==> config.mk <==
export PLATFORM = sky130hd
export DESIGN_NAME = spc_muldiv_seq_flat
export DESIGN_NICKNAME = d
export VERILOG_FILES = /design/src/rtl/spc_muldiv_if.sv /design/src/rtl/spc_muldiv_seq.sv /design/src/flat_wrapper.sv
export SDC_FILE = /design/constraint.sdc
export NUM_CORES = 1
export LEC_CHECK = 0
export ABC_CLOCK_PERIOD_IN_PS = 3500
export BUFFER_PORTS_ARGS = -buffer_cell sky130_fd_sc_hd__clkbuf_2
export CAP_MARGIN = 20
export CORE_ASPECT_RATIO = 0.5
export CORE_MARGIN = 2
export CORE_UTILIZATION = 52
export DETAILED_ROUTE_END_ITERATION = 8
export PLACE_DENSITY = 0.9
export SLEW_MARGIN = 20
export SYNTH_ARGS = -nofsm -noshare
export SYNTH_HDL_FRONTEND = slang
export SYNTH_SLANG_ARGS = --single-unit
==> constraint.sdc <==
create_clock -name CLK -period 3.5 [get_ports CLK]
set_input_delay 0.7 -clock CLK [delete_from_list [all_inputs] [get_ports CLK]]
set_output_delay 0.7 -clock CLK [all_outputs]
set_load 0.02 [all_outputs]
==> src/rtl/spc_muldiv_if.sv <==
// spc_muldiv_if: sequencer bundle covering the CPU start/write-back side and the
// iterative multiply/divide datapath side; the sequencer takes the slave modport.
interface spc_muldiv_if;
  logic        start;
  logic        op;
  logic [3:0]  dp_secop;
  logic        dp_en;
  logic [15:0] dp_res;
  logic        dp_zo;
  logic        dp_vo;
  logic        dp_ho;
  logic [7:0]  y_out;
  logic [7:0]  a_out;
  logic [3:0]  flags_out;
  logic [3:0]  flags_we;
  logic        busy;
  logic        done;
  modport master (
    output start, op, dp_res, dp_zo, dp_vo, dp_ho,
    input  dp_secop, dp_en, y_out, a_out, flags_out, flags_we, busy, done
  );
  modport slave (
    input  start, op, dp_res, dp_zo, dp_vo, dp_ho,
    output dp_secop, dp_en, y_out, a_out, flags_out, flags_we, busy, done
  );
endinterface

==> src/rtl/spc_muldiv_seq.sv <==
// spc_muldiv_seq: SPC700 MUL YA / DIV YA,X micro-sequencer driving the iterative datapath.
// Define SPC_MULDIV_PAD_EN to stretch start-to-done latency to MUL_LAT / DIV_LAT.
module spc_muldiv_seq #(
  parameter int MUL_STEPS = 8,
  parameter int DIV_STEPS = 9
`ifdef SPC_MULDIV_PAD_EN
  ,
  parameter int MUL_LAT = 11,
  parameter int DIV_LAT = 14
`endif
) (
  input logic        CLK,
  input logic        RST_N,
  input logic        CE,
  spc_muldiv_if.slave bus
);
`ifdef SPC_MULDIV_PAD_EN
  localparam int MUL_PAD = MUL_LAT - MUL_STEPS - 2;
  localparam int DIV_PAD = DIV_LAT - DIV_STEPS - 3;
  typedef enum logic [2:0] {IDLE, LOAD, STEP, WB, PAD} state_t;
`else
  typedef enum logic [2:0] {IDLE, LOAD, STEP, WB} state_t;
`endif
  state_t      state_q, state_d;
  logic        op_q, op_d;
  logic [7:0]  cnt_q, cnt_d;
  logic        h_q, h_d;
  logic [15:0] res_q, res_d;
  logic        zo_q, zo_d;
  logic        vo_q, vo_d;
  logic [7:0]  y_q, y_d;
  logic [7:0]  a_q, a_d;
  logic        cap;
  logic        wb_entry;
  // DIV captures one cycle after its last step, when the registered quotient is final
  always_comb begin
    state_d = state_q;
    op_d    = op_q;
    cnt_d   = cnt_q;
    h_d     = h_q;
    res_d   = res_q;
    zo_d    = zo_q;
    vo_d    = vo_q;
    cap     = 1'b0;
    if (CE) begin
      case (state_q)
        IDLE: begin
          state_d = bus.start ? LOAD : IDLE;
          op_d    = bus.start ? bus.op : op_q;
        end
        LOAD: begin
          h_d     = bus.dp_ho;
          cnt_d   = op_q ? 8'(DIV_STEPS) : 8'(MUL_STEPS);
          state_d = STEP;
        end
        STEP: begin
          cap   = op_q ? cnt_q == 8'd0 : cnt_q == 8'd1;
          cnt_d = cnt_q - 8'(cnt_q != 8'd0);
          if (cap) begin
            res_d = bus.dp_res;
            zo_d  = bus.dp_zo;
            vo_d  = bus.dp_vo;
`ifdef SPC_MULDIV_PAD_EN
            if ((op_q ? DIV_PAD : MUL_PAD) > 0) begin
              state_d = PAD;
              cnt_d   = 8'(op_q ? DIV_PAD : MUL_PAD);
            end else begin
              state_d = WB;
            end
`else
            state_d = WB;
`endif
          end
        end
`ifdef SPC_MULDIV_PAD_EN
        PAD: begin
          cnt_d   = cnt_q - 8'd1;
          state_d = cnt_q == 8'd1 ? WB : PAD;
        end
`endif
        default: state_d = IDLE;
      endcase
    end
  end
  // y/a update only on entry to WB so they hold the previous result until then
  always_comb begin
    wb_entry = state_d == WB && state_q != WB;
    y_d      = wb_entry ? res_d[15:8] : y_q;
    a_d      = wb_entry ? res_d[7:0]  : a_q;
  end
  always_ff @(posedge CLK) begin
    if (!RST_N) begin
      state_q <= IDLE;
      op_q    <= 1'b0;
      cnt_q   <= 8'd0;
      h_q     <= 1'b0;
      res_q   <= 16'd0;
      zo_q    <= 1'b0;
      vo_q    <= 1'b0;
      y_q     <= 8'd0;
      a_q     <= 8'd0;
    end else begin
      state_q <= state_d;
      op_q    <= op_d;
      cnt_q   <= cnt_d;
      h_q     <= h_d;
      res_q   <= res_d;
      zo_q    <= zo_d;
      vo_q    <= vo_d;
      y_q     <= y_d;
      a_q     <= a_d;
    end
  end
  assign bus.dp_secop  = state_q == STEP ? (op_q ? 4'b1111 : 4'b1110) : 4'b0000;
  assign bus.dp_en     = CE && (state_q == LOAD || (state_q == STEP && !(op_q && cnt_q == 8'd0)));
  assign bus.busy      = state_q != IDLE;
  assign bus.done      = CE && state_q == WB;
  assign bus.flags_we  = bus.done ? (op_q ? 4'b1111 : 4'b1001) : 4'b0000;
  assign bus.flags_out = !bus.done ? 4'b0000 :
                         op_q ? {res_q[7], vo_q, h_q, zo_q} : {res_q[15], 2'b00, zo_q};
  assign bus.y_out     = y_q;
  assign bus.a_out     = a_q;
endmodule

==> src/flat_wrapper.sv <==
// flat-port wrapper written by rule: the top's interface ports become plain ports
module spc_muldiv_seq_flat 
#(
  parameter int MUL_STEPS = 8,
  parameter int DIV_STEPS = 9

)
  (CLK, RST_N, CE, bus_start, bus_op, bus_dp_res, bus_dp_zo, bus_dp_vo, bus_dp_ho, bus_dp_secop, bus_dp_en, bus_y_out, bus_a_out, bus_flags_out, bus_flags_we, bus_busy, bus_done);
  spc_muldiv_if bus_i ();
  input logic CLK;
  input logic RST_N;
  input logic CE;
  input wire logic [$bits(bus_i.start)-1:0] bus_start;
  input wire logic [$bits(bus_i.op)-1:0] bus_op;
  input wire logic [$bits(bus_i.dp_res)-1:0] bus_dp_res;
  input wire logic [$bits(bus_i.dp_zo)-1:0] bus_dp_zo;
  input wire logic [$bits(bus_i.dp_vo)-1:0] bus_dp_vo;
  input wire logic [$bits(bus_i.dp_ho)-1:0] bus_dp_ho;
  output wire logic [$bits(bus_i.dp_secop)-1:0] bus_dp_secop;
  output wire logic [$bits(bus_i.dp_en)-1:0] bus_dp_en;
  output wire logic [$bits(bus_i.y_out)-1:0] bus_y_out;
  output wire logic [$bits(bus_i.a_out)-1:0] bus_a_out;
  output wire logic [$bits(bus_i.flags_out)-1:0] bus_flags_out;
  output wire logic [$bits(bus_i.flags_we)-1:0] bus_flags_we;
  output wire logic [$bits(bus_i.busy)-1:0] bus_busy;
  output wire logic [$bits(bus_i.done)-1:0] bus_done;
  assign bus_i.start = bus_start;
  assign bus_i.op = bus_op;
  assign bus_i.dp_res = bus_dp_res;
  assign bus_i.dp_zo = bus_dp_zo;
  assign bus_i.dp_vo = bus_dp_vo;
  assign bus_i.dp_ho = bus_dp_ho;
  assign bus_dp_secop = bus_i.dp_secop;
  assign bus_dp_en = bus_i.dp_en;
  assign bus_y_out = bus_i.y_out;
  assign bus_a_out = bus_i.a_out;
  assign bus_flags_out = bus_i.flags_out;
  assign bus_flags_we = bus_i.flags_we;
  assign bus_busy = bus_i.busy;
  assign bus_done = bus_i.done;
  spc_muldiv_seq #(.MUL_STEPS(MUL_STEPS), .DIV_STEPS(DIV_STEPS)) u_core (.CLK(CLK), .RST_N(RST_N), .CE(CE), .bus(bus_i));
endmodule
Word-level counts from Yosys, hierarchy flattened

Cells that the tools add are included.

Register bits: 47
Word-level logic and storage cells: 48
Input port bits: 24
Output and inout port bits: 31

Add/sub/neg operators: 1
Mux-type cells: 16
Reduce and logical (&&, ||, !) cells: 16
Eq/ne operators: 6

Operators by type and width:

| kind                                                                   | count |
|---|---|
| 16-bit two-way mux                                                     | 3 |
| 4-bit two-way mux                                                      | 4 |
| 8-bit one-hot mux with 2 select lines                                  | 1 |
| 3-bit by 2-bit equality test with 1-bit output (second input constant) | 3 |
| 3-bit two-way mux                                                      | 3 |
| 3-bit one-hot mux with 3 select lines                                  | 1 |
| 8-bit by 1-bit equality test with 1-bit output (second input constant) | 1 |
| 8-bit logical NOT                                                      | 1 |
| 8-bit nonzero test                                                     | 1 |
| 8-bit by 1-bit subtractor with 8-bit output                            | 1 |
| 3-bit AND reduction                                                    | 2 |
| 1-bit logical AND                                                      | 5 |
| 1-bit two-way mux                                                      | 4 |
| 2-bit AND reduction                                                    | 2 |
| 3-bit by 1-bit equality test with 1-bit output (second input constant) | 1 |
| 3-bit logical NOT                                                      | 1 |
| 3-bit by 2-bit != test with 1-bit output (second input constant)       | 1 |
| 3-bit nonzero test                                                     | 1 |
| 2-bit nonzero test                                                     | 1 |
| 1-bit logical NOT                                                      | 1 |
| 1-bit logical OR                                                       | 1 |

Logic depth before layout (Yosys ltp)

Depth after elaboration: 7
Gate-level depth with buffers: 7

Worst setup path before layout

No wires, ideal clock.

Path type: in2out
From: input CE
To: output bus_flags_we[2]
Buffers on the path: 1
Arrival time: 1.570 ns
Slack: 1.230 ns
Cell stages on the path: 3
Cells stage by stage: and4b_1 and2_1 buf_4

Cells in the longest elaborated chain, start to end: 2

RTL lines:

| what              | line                  | RTL |
|---|---|---|
| from (decl)       | flat_wrapper.sv:12    | `input logic CE;` |
| 1-bit logical AND | spc_muldiv_seq.sv:117 | `assign bus.done = CE && state_q == WB;` |
| 4-bit two-way mux | spc_muldiv_seq.sv:118 | `assign bus.flags_we = bus.done ? (op_q ? 4'b1111 : 4'b1001) : 4'b0000;` |
| to (decl)         | flat_wrapper.sv:24    | `output wire logic [$bits(bus_i.flags_we)-1:0] bus_flags_we;` |

Every way passes these cells.

Worst setup path in the final report

From: register u_core.cnt_q[2]
To: output bus_dp_en

Cells in the longest elaborated chain, start to end: 6

RTL lines:

| what                   | line                  | RTL |
|---|---|---|
| from (decl)            | spc_muldiv_seq.sv:26  | `logic [7:0] cnt_q, cnt_d;` |
| from (signal assigned) | spc_muldiv_seq.sv:105 | `cnt_q <= cnt_d;` |
| 8-bit logical NOT      | spc_muldiv_seq.sv:115 | `assign bus.dp_en = CE && (state_q == LOAD \|\| (state_q == STEP && !(op_q && cnt_q == 8'd0)));` |
| 1-bit logical AND      | spc_muldiv_seq.sv:115 |  |
| 1-bit logical NOT      | spc_muldiv_seq.sv:115 |  |
| 1-bit logical AND      | spc_muldiv_seq.sv:115 |  |
| 1-bit logical OR       | spc_muldiv_seq.sv:115 |  |
| 1-bit logical AND      | spc_muldiv_seq.sv:115 |  |
| to (decl)              | flat_wrapper.sv:20    | `output wire logic [$bits(bus_i.dp_en)-1:0] bus_dp_en;` |

Every way passes these cells.

==> metrics.yaml <==
run:
  drv_cap: 0
floorplanning:
  die_area_um2: 3665
  start_util_pct: 54.73
  fp.dieW_um: 83.64
  die_y_um: 43.82
  rows: 14
  io_pins: 55
  core_area_um2: 3013
global_route:
  grt-busiest-layer: "met2"
  met1_usage_pct: 21.06
  grt_pass1_vias: 1240
  track_usage_pct: 18.77
  gr-total-overflow: 0
  antenna_found_initial: 0
  grt_max_degree: 48
  grt_pass1_wl_um: 5299
  grtUsageMet2_pct: 32.32
  grt.met3_usage_pct: 4.952
clocking:
  htree_levels: 2
  cts_tree: "built"
  clockBufferDepth: 2
  hold_buffers: 0
  cts_setup_buffers: 0
  clock_tree.root_cell: "clkbuf_8"
  cts.sinks: 33
  clk_latency_ps: 290
  ctsResizeCount: 0
  cts_made_buffers: 5
  clk_pin_slew_ps: 70
yosys:
  synth-edff-count: 0
  yosysTopAreaCell: "dfxtp_1"
  syn_inst: 181
  synth_common_cells: "42 x nand2_1, 33 x dfxtp_1, 26 x mux2i_1"
  ys_seq_elements: 33
  ys.flop_type: "dfxtp_1"
  syn_nets: 207
  yosys-top-cells-area: "dfxtp_1 40%, mux2i_1 16%, nand2_1 9.6%, buf_12 3.6%, buf_4 2.3%"
  synthArstFlopShare_pct: 0
  ys_warn_count: 0
  syn-cell-area_um2: 1649
  yosys.area.top_type_share_pct: 40.06
  ys_types: 38
  synth-seq-area-share_pct: 40.06
  post_synth.cell_area_avg_um2: 9.111
  yosys.cell_count.top_type: "nand2_1"
drt:
  antenna_left: 0
  wire_per_inst_um: 12.29
  via_per_inst: 5.127
  num_vias: 1369
  finalWirelength_um: 3281
  initialDrtViolationCount: 97
  drc: 0
  first_pass_iters: 4
final_layout:
  multi_input_area_um2: 815.8
  drive_gt1_share_pct: 29.96
  insertedDiodeCount: 0
  ff_latch_area_um2: 660.6
  area_delta_synth_final_pct: 19.20
  final_area_um2: 1966
  fin_nets: 252
  nFillCells: 238
power:
  p_leak_uw: 0.0008378
  finalPower_uw: 824.9
  peakVddDrop_uv: 260.6
  cellPowerDensity_nw_per_um2: 419.7
timing:
  holdWs_ps: 458.7
  post-route-min-period_ps: 2453
  fin_skew_ps: 6.834
  fin_tns_setup_ps: 0
  setup_viol: 0
  worst_slew_pin_slew_ps: 617.0
  clock.fmax_mhz: 407.7
  slew_violations: 0
  slew_headroom_pct: 58.78
  post-route-period-util_pct: 70.07
  rsz0062_at_grt: "false"
  hold_viol: 0
place:
  gp_congestion: 0.7511
  io_buffers: 54
  dpl_cell_area_um2: 1846
  dpl.hpwl_um: 2241
run_status:
  status: "completed"
critical_path:
  arrival_ps: 1750
  start_kind: "register"
  required_ps: 2800
  worstSetupPathType: "register to output port"
  cp_max_fo: 7
  worst_setup_path_end_kind: "output port"
worst_hold_path:
  hold_path_class: "register to register"
==> registers in the layout, summed over array words and instances, names as in the netlist <==
| name | cells |
|---|---|
| u_core.zo_q | 1 |
| u_core.vo_q | 1 |
| u_core.h_q | 1 |
| u_core.bus.y_out | 8 |
| u_core.cnt_q | 8 |
| u_core.bus.a_out | 8 |
| u_core.res_q | 2 |
| u_core.state_q | 3 |
| u_core.op_q | 1 |
==> cell type report <==
class	count	area share [%]
multi-input combinational	122	41.50
sequential	33	33.61
timing repair buffer	57	14.89
clock buffer	6	4.201
tap	40	2.546
clock inverter	2	1.910
inverter	7	1.337
==> through the flow <==
step           cells  setup slack [ps]  utilization (%)
2_1_floorplan    181              1230                -
3_3_place_gp     259              1300            61.25
3_5_place_dp     259              1224            61.25
4_1_cts          267              1031            65.24
5_1_grt          267             927.8            65.24
6_report         267              1047            65.24
==> layout by cell type, fill, tap and decap left out, types with 2 or more instances in the layout <==
cell type  instances
nand2_1           42
or3_1              6
nand3_1            4
buf_4              3
and2_1             3
ha_1               2
mux2i_1           26
clkbuf_2          54
and3_1             2
clkbuf_8           6
nor3b_1            2
dfxtp_1           33
inv_1              6
o21ai_1            2
a21oi_1            6
or4_1              3
nor4_1             2
nand2b_1           4
==> cell families after synthesis <==
group                    count (synthesis)  share of synthesized area [%]
AO/OA/AOI/OAI                           16                          5.919
XOR/XNOR                                 1                         0.5312
adder cells (fa/ha/maj)                  2                          1.517
buffers and inverters                   26                          10.47
flip-flops                              33                          40.06
multiplexers                            26                          15.78
AND/OR/NAND/NOR                         77                          25.72
==> power by group <==
group	total, uW	switching [uW]	leakage [uW]	internal (uW)
Combinational	64.6	37.9	0.000514	26.7
Sequential	384	4.94	0.000266	379
Clock	377	145	0.0000574	231
Total	825	188	0.000838	637
==> critical path, cell delays in order, from the launching register on <==
cell	delay, ps
dfxtp_1	360
or4_4	600
nor4_1	250
o21ai_1	90
clkbuf_2	170
==> per-layer routing <==
layer / up-vias / routed length [um]
met3: 13 / 178
li1: 696 / -
met2: 50 / 1574
met1: 610 / 1431
met5: - / 0
met4: 0 / 96
==> path summary, 6_finish.rpt <==
check                         from                to  slack (ps)  cells past startpoint
setup / recovery   u_core.cnt_q[2]         bus_dp_en        1050                      4
hold / removal    u_core.res_q[15]  u_core.res_q[15]         460                      2
setup reg to reg   u_core.cnt_q[2]   u_core.cnt_q[4]        1250                      7
hold reg to reg   u_core.res_q[15]  u_core.res_q[15]         460                      2
(Power assumes the default switching activity.)
